--- config.mk ---
export PLATFORM = sky130hd
export DESIGN_NAME = pipe_stall_ctrl
export DESIGN_NICKNAME = d
export VERILOG_FILES = /design/src/rtl/pipe_stall_ctrl.sv
export SDC_FILE = /design/constraint.sdc
export NUM_CORES = 1
export LEC_CHECK = 0
export BUFFER_PORTS_ARGS = -buffer_cell sky130_fd_sc_hd__clkbuf_2
export CORE_MARGIN = 2
export CORE_UTILIZATION = 34
export DETAILED_ROUTE_END_ITERATION = 6
export GPL_TIMING_DRIVEN = 0
export MAX_ROUTING_LAYER = met4
export PLACE_DENSITY = 0.79
export SLEW_MARGIN = 15
export SYNTH_ARGS = -nofsm -noshare
export SYNTH_HDL_FRONTEND = slang
export SYNTH_SLANG_ARGS = --single-unit
--- constraint.sdc ---
create_clock -name clk -period 1.6 [get_ports clk]
set_input_delay 0.24 -clock clk [delete_from_list [all_inputs] [get_ports clk]]
set_output_delay 0.24 -clock clk [all_outputs]
set_load 0.01 [all_outputs]
--- src/rtl/pipe_stall_ctrl.sv ---
// pipe_stall_ctrl - central stall/flush sequencer for the 5-stage pipeline.
//
// Merges the hazard-detector stall, the ID branch redirect, mul/div occupancy
// in EX and data-memory wait states into per-stage enable/flush controls.
// Owns the freeze FSM (RUN / MD_WAIT / MEM_WAIT / HALT), a memory-wait
// watchdog and optional saturating stall counters.
//
// Optional feature: define PIPE_STALL_PERF_EN to build the performance
// counters; without it the counter ports are tied to zero.
//
// Parameters:
//   MEM_TO  memory-wait cycles before the watchdog trips (>= 2)
//   CNT_W   performance counter width
// Ports:
//   clk, rstn                  clock (rising edge), async active-low reset
//   hz_stall, br_taken         hazard stall / taken branch from ID
//   md_start, md_done          mul/div issued in EX / result valid
//   mem_req, mem_ready         MEM access in progress / access completes
//   *_en                       pipeline register update enables
//   *_flush                    load a bubble into that pipeline register
//   halted                     watchdog tripped, pipeline frozen (sticky)
//   cyc/hz/md/mem/br_cnt       performance counters
module pipe_stall_ctrl #(
    parameter int MEM_TO = 16,
    parameter int CNT_W  = 32
) (
    input  logic             clk,
    input  logic             rstn,
    input  logic             hz_stall,
    input  logic             br_taken,
    input  logic             md_start,
    input  logic             md_done,
    input  logic             mem_req,
    input  logic             mem_ready,
    output logic             pc_en,
    output logic             if_id_en,
    output logic             id_ex_en,
    output logic             ex_mem_en,
    output logic             mem_wb_en,
    output logic             if_id_flush,
    output logic             id_ex_flush,
    output logic             ex_mem_flush,
    output logic             mem_wb_flush,
    output logic             halted,
    output logic [CNT_W-1:0] cyc_cnt,
    output logic [CNT_W-1:0] hz_cnt,
    output logic [CNT_W-1:0] md_cnt,
    output logic [CNT_W-1:0] mem_cnt,
    output logic [CNT_W-1:0] br_cnt
);

    localparam int WC_W = $clog2(MEM_TO) + 1;
    // Entry into MEM_WAIT already consumed one freeze cycle, so the trip
    // happens when the counter is about to reach MEM_TO-1.
    localparam logic [WC_W-1:0] TRIP_CNT = WC_W'(MEM_TO - 2);

    typedef enum logic [1:0] {RUN, MD_WAIT, MEM_WAIT, HALT} state_e;

    state_e          state_q, state_d;
    logic [WC_W-1:0] wcnt_q, wcnt_d;
    logic            md_pend_q, md_pend_d;   // MD_WAIT interrupted by a mem freeze
    logic            halted_q, halted_d;

    logic is_halt, md_ctx, mem_fz, md_fz, hz_act, br_act;

    // Freeze source decode, highest priority first.
    always_comb begin
        is_halt = (state_q == HALT);
        md_ctx  = (state_q == MD_WAIT) || ((state_q == MEM_WAIT) && md_pend_q);
        mem_fz  = mem_req && !mem_ready && !is_halt;
        // Outside an outstanding op a fresh md_start freezes; inside one,
        // md_start is irrelevant and only md_done releases.
        md_fz   = !is_halt && !mem_fz && !md_done && (md_ctx || md_start);
        hz_act  = !is_halt && !mem_fz && !md_fz && hz_stall;
        // Branch operands are not valid under any stall, so br is masked.
        br_act  = !is_halt && !mem_fz && !md_fz && !hz_stall && br_taken;
    end

    // State register
    always_ff @(posedge clk or negedge rstn) begin
        if (!rstn) begin
            state_q   <= RUN;
            wcnt_q    <= '0;
            md_pend_q <= 1'b0;
            halted_q  <= 1'b0;
        end else begin
            state_q   <= state_d;
            wcnt_q    <= wcnt_d;
            md_pend_q <= md_pend_d;
            halted_q  <= halted_d;
        end
    end

    // Next-state logic
    always_comb begin
        state_d   = state_q;
        wcnt_d    = wcnt_q;
        md_pend_d = md_pend_q;
        halted_d  = halted_q;
        case (state_q)
            RUN, MD_WAIT: begin
                if (mem_fz) begin
                    state_d   = MEM_WAIT;
                    wcnt_d    = '0;
                    // An md_done landing on the same edge is still honoured.
                    md_pend_d = (state_q == MD_WAIT) && !md_done;
                end else if (md_fz) begin
                    state_d = MD_WAIT;
                end else begin
                    state_d = RUN;
                end
            end
            MEM_WAIT: begin
                if (mem_fz) begin
                    md_pend_d = md_pend_q && !md_done;
                    if (wcnt_q == TRIP_CNT) begin
                        state_d  = HALT;
                        halted_d = 1'b1;
                        wcnt_d   = '0;
                    end else begin
                        wcnt_d = wcnt_q + WC_W'(1);
                    end
                end else begin
                    wcnt_d    = '0;
                    md_pend_d = 1'b0;
                    state_d   = md_fz ? MD_WAIT : RUN;
                end
            end
            HALT: ;
            default: state_d = RUN;
        endcase
    end

    // Output logic
    always_comb begin
        pc_en        = 1'b0;
        if_id_en     = 1'b0;
        id_ex_en     = 1'b0;
        ex_mem_en    = 1'b0;
        mem_wb_en    = 1'b0;
        if_id_flush  = 1'b0;
        id_ex_flush  = 1'b0;
        ex_mem_flush = 1'b0;
        mem_wb_flush = 1'b0;
        if (!rstn || is_halt) begin
            // everything held
        end else if (mem_fz) begin
            mem_wb_en    = 1'b1;
            mem_wb_flush = 1'b1;
        end else if (md_fz) begin
            ex_mem_en    = 1'b1;
            ex_mem_flush = 1'b1;
            mem_wb_en    = 1'b1;
        end else if (hz_act) begin
            id_ex_en     = 1'b1;
            id_ex_flush  = 1'b1;
            ex_mem_en    = 1'b1;
            mem_wb_en    = 1'b1;
        end else begin
            pc_en        = 1'b1;
            if_id_en     = 1'b1;
            id_ex_en     = 1'b1;
            ex_mem_en    = 1'b1;
            mem_wb_en    = 1'b1;
            if_id_flush  = br_act;
        end
    end

    assign halted = halted_q;

`ifdef PIPE_STALL_PERF_EN
    logic [CNT_W-1:0] cyc_q, hz_q, md_q, mem_q, br_q;
    logic [CNT_W-1:0] cyc_d, hz_d, md_d, mem_d, br_d;

    function automatic logic [CNT_W-1:0] sat_inc(input logic [CNT_W-1:0] v,
                                                 input logic inc);
        return (inc && (v != '1)) ? v + CNT_W'(1) : v;
    endfunction

    always_comb begin
        cyc_d = sat_inc(cyc_q, 1'b1);
        hz_d  = sat_inc(hz_q,  hz_act);
        md_d  = sat_inc(md_q,  md_fz);
        mem_d = sat_inc(mem_q, mem_fz);
        br_d  = sat_inc(br_q,  br_act);
    end

    always_ff @(posedge clk or negedge rstn) begin
        if (!rstn) begin
            cyc_q <= '0;
            hz_q  <= '0;
            md_q  <= '0;
            mem_q <= '0;
            br_q  <= '0;
        end else begin
            cyc_q <= cyc_d;
            hz_q  <= hz_d;
            md_q  <= md_d;
            mem_q <= mem_d;
            br_q  <= br_d;
        end
    end

    assign cyc_cnt = cyc_q;
    assign hz_cnt  = hz_q;
    assign md_cnt  = md_q;
    assign mem_cnt = mem_q;
    assign br_cnt  = br_q;
`else
    assign cyc_cnt = '0;
    assign hz_cnt  = '0;
    assign md_cnt  = '0;
    assign mem_cnt = '0;
    assign br_cnt  = '0;
`endif

endmodule

Word level (Yosys, flattened, before mapping)
Cells that the tools add are included.

storage, ports and cells
  bits in latches = 0
  flip-flop bits (word level) = 9
  word-level logic and storage cells = 74
  memories kept = 0
  input bits = 8
  memory bits (writable) = 0
  ROM bits = 0

cells by class
  magnitude comparators = 0
  divide/modulo/power cells = 0
  equal/unequal tests = 6
  multiplexer cells = 35
  shift operators = 0
  multipliers = 0
  reduce and logical (&&, ||, !) cells = 28
  add/sub/neg operators = 1
  bitwise gates (word level) = 0

operators with widths
  operator                                                               number
  1-bit two-way mux                                                      26
  5-bit two-way mux                                                      3
  1-bit logical AND                                                      12
  5-bit one-hot mux with 2 select lines                                  1
  1-bit zero test                                                        7
  2-bit two-way mux                                                      3
  5-bit by 1-bit adder with 5-bit output, second input constant          1
  5-bit by 4-bit equality test with 1-bit output, second input constant  1
  2-bit equality test, second input constant                             2
  2-bit one-hot mux with 2 select lines                                  1
  2-bit AND reduction                                                    2
  1-bit logical OR                                                       3
  3-bit by 2-bit != test with 1-bit output, second input constant        1
  3-bit AND reduction                                                    1
  2-bit by 1-bit equality test with 1-bit output, second input constant  1
  2-bit zero test                                                        1
  2-bit != test, second input constant                                   1
  1-bit one-hot mux with 2 select lines                                  1
  2-bit nonzero test                                                     1
  2-bit OR reduction                                                     1

Logic depth before layout (Yosys ltp)
  depth in word-level cells = 15
  depth in mapped cells = 5
  gate-level depth less buffers = 5

Worst setup path before layout
OpenSTA, ideal clock, no wires.

  path type = reg2out
  start point = register state_q[1]
  end point = output port pc_en
  buffers on the path = 2
  setup slack = -0.240 ns
  stages on the path, launching flop included = 6
  arrival time = 1.600 ns
  path through = dfrtp_1 -> buf_2 -> nand2_1 -> nand3_1 -> nor4b_1 -> buf_4

between the ends
  longest elaborated chain between the ends = 14
  elaborated cells between the ends (all ways) = 20
  classes of those cells = 3 x eq/ne; 4 x mux; 13 x reduce/logical

RTL lines
  what                            line        source
  start, declared                 59          state_e state_q, state_d;
  start signal, assigned          87          state_q <= state_d;
  2-bit equality test             68          is_halt = (state_q == HALT);
  1-bit zero test                 70, 73, 74
  1-bit logical AND               70          mem_fz = mem_req && !mem_ready && !is_halt;
  1-bit zero test                 73, 74
  1-bit logical AND               73, 74
  1-bit logical AND (2 in a row)  73          md_fz = !is_halt && !mem_fz && !md_done && (md_ctx || md_start);
  1-bit zero test                 74          hz_act = !is_halt && !mem_fz && !md_fz && hz_stall;
  1-bit logical AND (2 in a row)  74
  1-bit two-way mux (3 in a row)  -
  1-bit two-way mux *             -
  end, declared                   35          output logic pc_en,

Mark *: on every way between the ends. The rest lies on a longest branch, timed or not.

Final worst setup path
  start point = register state_q[1]
  end point = output port if_id_flush

between the ends
  longest elaborated chain between the ends = 15
  elaborated cells between the ends (all ways) = 22
  classes of those cells = 3 x eq/ne; 4 x mux; 15 x reduce/logical

RTL lines
  what                            line        source
  2-bit equality test             68
  1-bit zero test                 -
  1-bit logical AND               70
  1-bit zero test                 73, 74, 76
  1-bit logical AND               73, 74, 76
  1-bit logical AND (2 in a row)  73
  1-bit zero test                 74, 76
  1-bit logical AND               74, 76
  1-bit logical AND (2 in a row)  76          br_act = !is_halt && !mem_fz && !md_fz && !hz_stall && br_taken;
  1-bit two-way mux               154         end else if (hz_act) begin
  1-bit two-way mux               150         end else if (md_fz) begin
  1-bit two-way mux               147         end else if (mem_fz) begin
  1-bit two-way mux *             145         if (!rstn || is_halt) begin
  end, declared                   40          output logic if_id_flush,

Marked as above.

==> results.yml <==
power:
  power.density_nw_per_um2: 435
  clock_power_share_pct: 22.2
  p_comb_share_pct: 57.1
  ir_drop_uv: 301
  sw_frac_of_total_pct: 37.6
  intPower_w: 0.000774
  power_switching_w: 0.000466
  power_leakage_nw: 1.84
  p_seq_share_pct: 20.7
final_layout:
  syn_to_final_growth_pct: 54.1
  fill_cells: 500
  seq_area_um2: 228
  antennaDiodeCount: 0
  final_cell_mix: "buf_4, conb_1, clkbuf_2"
  multi_input_area_um2: 1080
  final_common_cell: "buf_4"
  postLayoutCoreUtil_pct: 55.1
  finalInstanceArea_um2: 2850
  nNetsFinal: 435
  drive_gt1_share_pct: 48.8
placed_design:
  port_buffers: 17
  place_area_um2: 2640
  place_hpwl_um: 3210
  gp_congestion: 0.893
route:
  viasPerCell: 3.15
  vias: 1556
  post_drt_wl_per_cell_um: 7.67
  drt_iter0_markers: 51
  drt-pass1-iter-count: 4
  drc: 0
  ant_nets: 0
  drt_wl_total_um: 3790
die:
  start_util_pct: 35.8
  coreArea_um2: 5170
  io_pins: 178
  die_y_um: 77.8
  rows: 26
  dieArea_um2: 6050
  die_x_um: 77.8
synth:
  netlist_area_um2: 1850
  synth_edf_count: 0
  async_flop_share_pct: 100
  netlist_instances: 236
  synth_area_leaders: "buf_4, dfrtp_1, nand3_1"
  ys_types: 33
  syn_avg_cell_area_um2: 7.84
  synth_top_area_share_pct: 65.4
  synth_ff_type: "dfrtp_1"
  yosysTopAreaCell: "buf_4"
  ys_warn_count: 0
  synth.yosys.seq_area_share_pct: 12.2
  ys_ff_latch: 9
global_route:
  track_usage_pct: 11.7
  overflow: 0
  antenna_found_initial: 0
  grt_max_degree: 11
  grt_pass1_vias: 1239
  grt_pass1_wl_um: 5630
cts:
  cts_sinks: 9
  cts_buffer_depth: 2
  clock_latency_ps: 240
  clk_pin_slew_ps: 50
  tritoncts: "yes"
  ctsRootBufferMaster: "clkbuf_8"
  cts_inserted_buffers: 3
  htreeDepth: 1
setup_path:
  worstRegToRegCells: 4
  crit_fanout: 6
  crit_path_end_kind: "output port"
  critPathLaunchType: "flop"
  critPathKind: "flop to output port"
  cp.required_ps: 1360
  crit_arrival_ps: 1580
min_path:
  holdPathStages: 3
  min_path_type: "primary input to flop"
sta:
  max_freq_ghz: 0.549
  finClkSkew_ps: 4.37
  slew_violations: 0
  setup_ws_ps: -220
  rsz0062_at_grt: "true"
  final_hold_viol_count: 0
  min_period_ps: 1820
  setup_viol: 7
  post-route-period-util_pct: 114
run_status:
  violations: "setup timing"
  status: "finished, violations left"
flow_run:
  drv_cap: 0
[sequential cells by signal, indices dropped and copies added (netlist names)]
register   flops
halted         1
md_pend_q      1
state_q        2
wcnt_q         5
[cells in the mapped netlist (2+ instances only)]
master	number
nor2b_1	3
clkbuf_1	2
dfrtp_1	9
nor2_1	2
nor4b_1	2
or4b_1	2
ha_1	2
nand2_1	7
nand2b_1	4
o211ai_1	2
inv_1	4
buf_4	161
buf_2	2
a21oi_1	3
nand3b_1	2
or4_1	4
nand3_1	9
[layer usage]
metal | global-route usage (%) | routed length (µm)
met1 | 11.7 | 1260
met2 | 20.4 | 1960
met3 | 5.00 | 524
met4 | 3.57 | 36
met5 | - | 0
[power groups by stage]
| stage | logic, W | clock network, W | registers [W] |
|---|---|---|---|
| 4_1_cts | 0.000654 | 0.000281 | 0.000255 |
| 2_1_floorplan | 0.000549 | 0 | 0.000255 |
| 5_1_grt | 0.000769 | 0.000297 | 0.000259 |
| 3_3_place_gp | 0.000599 | 0 | 0.000258 |
| 6_report | 0.000707 | 0.000275 | 0.000257 |
| 3_5_place_dp | 0.000603 | 0 | 0.000259 |
[worst max-delay path: stages (launching register included)]
cell,delay (ps)
dfrtp_1,400
buf_6,150
nand3b_1,140
nand3_4,100
buf_4,160
nor4_2,220
buf_2,170
[cells by family (layout without fill, tap and decap cells)]
group                      after synthesis  after routing  synth area share [%]
adders and majority gates                2              2                  1.35
AOI/OAI and AO/OA                       15             15                  6.09
buffers and inverters                  170            199                  67.3
and+or+nand+nor                         39             39                  12.9
DFF                                      9              9                  12.2
other                                    1            160                 0.203
[final timing paths]
check	from	end	slack, ps
worst max-delay path	state_q[1]$_DFFE_PN0P_	if_id_flush	-220
worst min-delay path	md_done	state_q[0]$_DFFE_PN0P_	400
worst max register to register	wcnt_q[1]$_DFFE_PN0P_	wcnt_q[4]$_DFFE_PN0P_	-140
worst min register to register	halted$_DFFE_PN0P_	halted$_DFFE_PN0P_	470
max in group asynchronous	rstn	wcnt_q[1]$_DFFE_PN0P_	710
min in group asynchronous	rstn	state_q[1]$_DFFE_PN0P_	560
[per-stage QoR]
stage / cells / hold slack, ps / total power, W / setup TNS (ps) / setup WS, ps
2_1_floorplan: 395 / -55.6 / 0.000805 / -6.33 / -6.33
3_3_place_gp: 482 / 131 / 0.000857 / -656 / -194
3_5_place_dp: 482 / 135 / 0.000862 / -796 / -236
4_1_cts: 493 / 379 / 0.00119 / -1370 / -254
5_1_grt: 494 / 408 / 0.00133 / -1650 / -291
6_report: 494 / 403 / 0.00124 / -1150 / -220
[what timing repair did]
| item | 4_1_cts | 5_1_grt |
|---|---|---|
| hold buffers | 1 | 0 |
| pin swaps | 5 | 3 |
| endpoints found under the setup margin | 11 | 11 |
| setup buffers | 6 | 1 |
| resized for setup | 14 | 18 |
| endpoints found under the hold margin | 9 | 0 |
[final cells by class]
cell class	instances	share of cell area, %
buffer	165	43.5
multi-input combinational	216	37.8
sequential	9	7.99
timing repair buffer	25	5.40
tap	70	3.07
clock buffer	4	1.58
inverter	5	0.659
No activity file was read; power rests on OpenSTA's default activity.
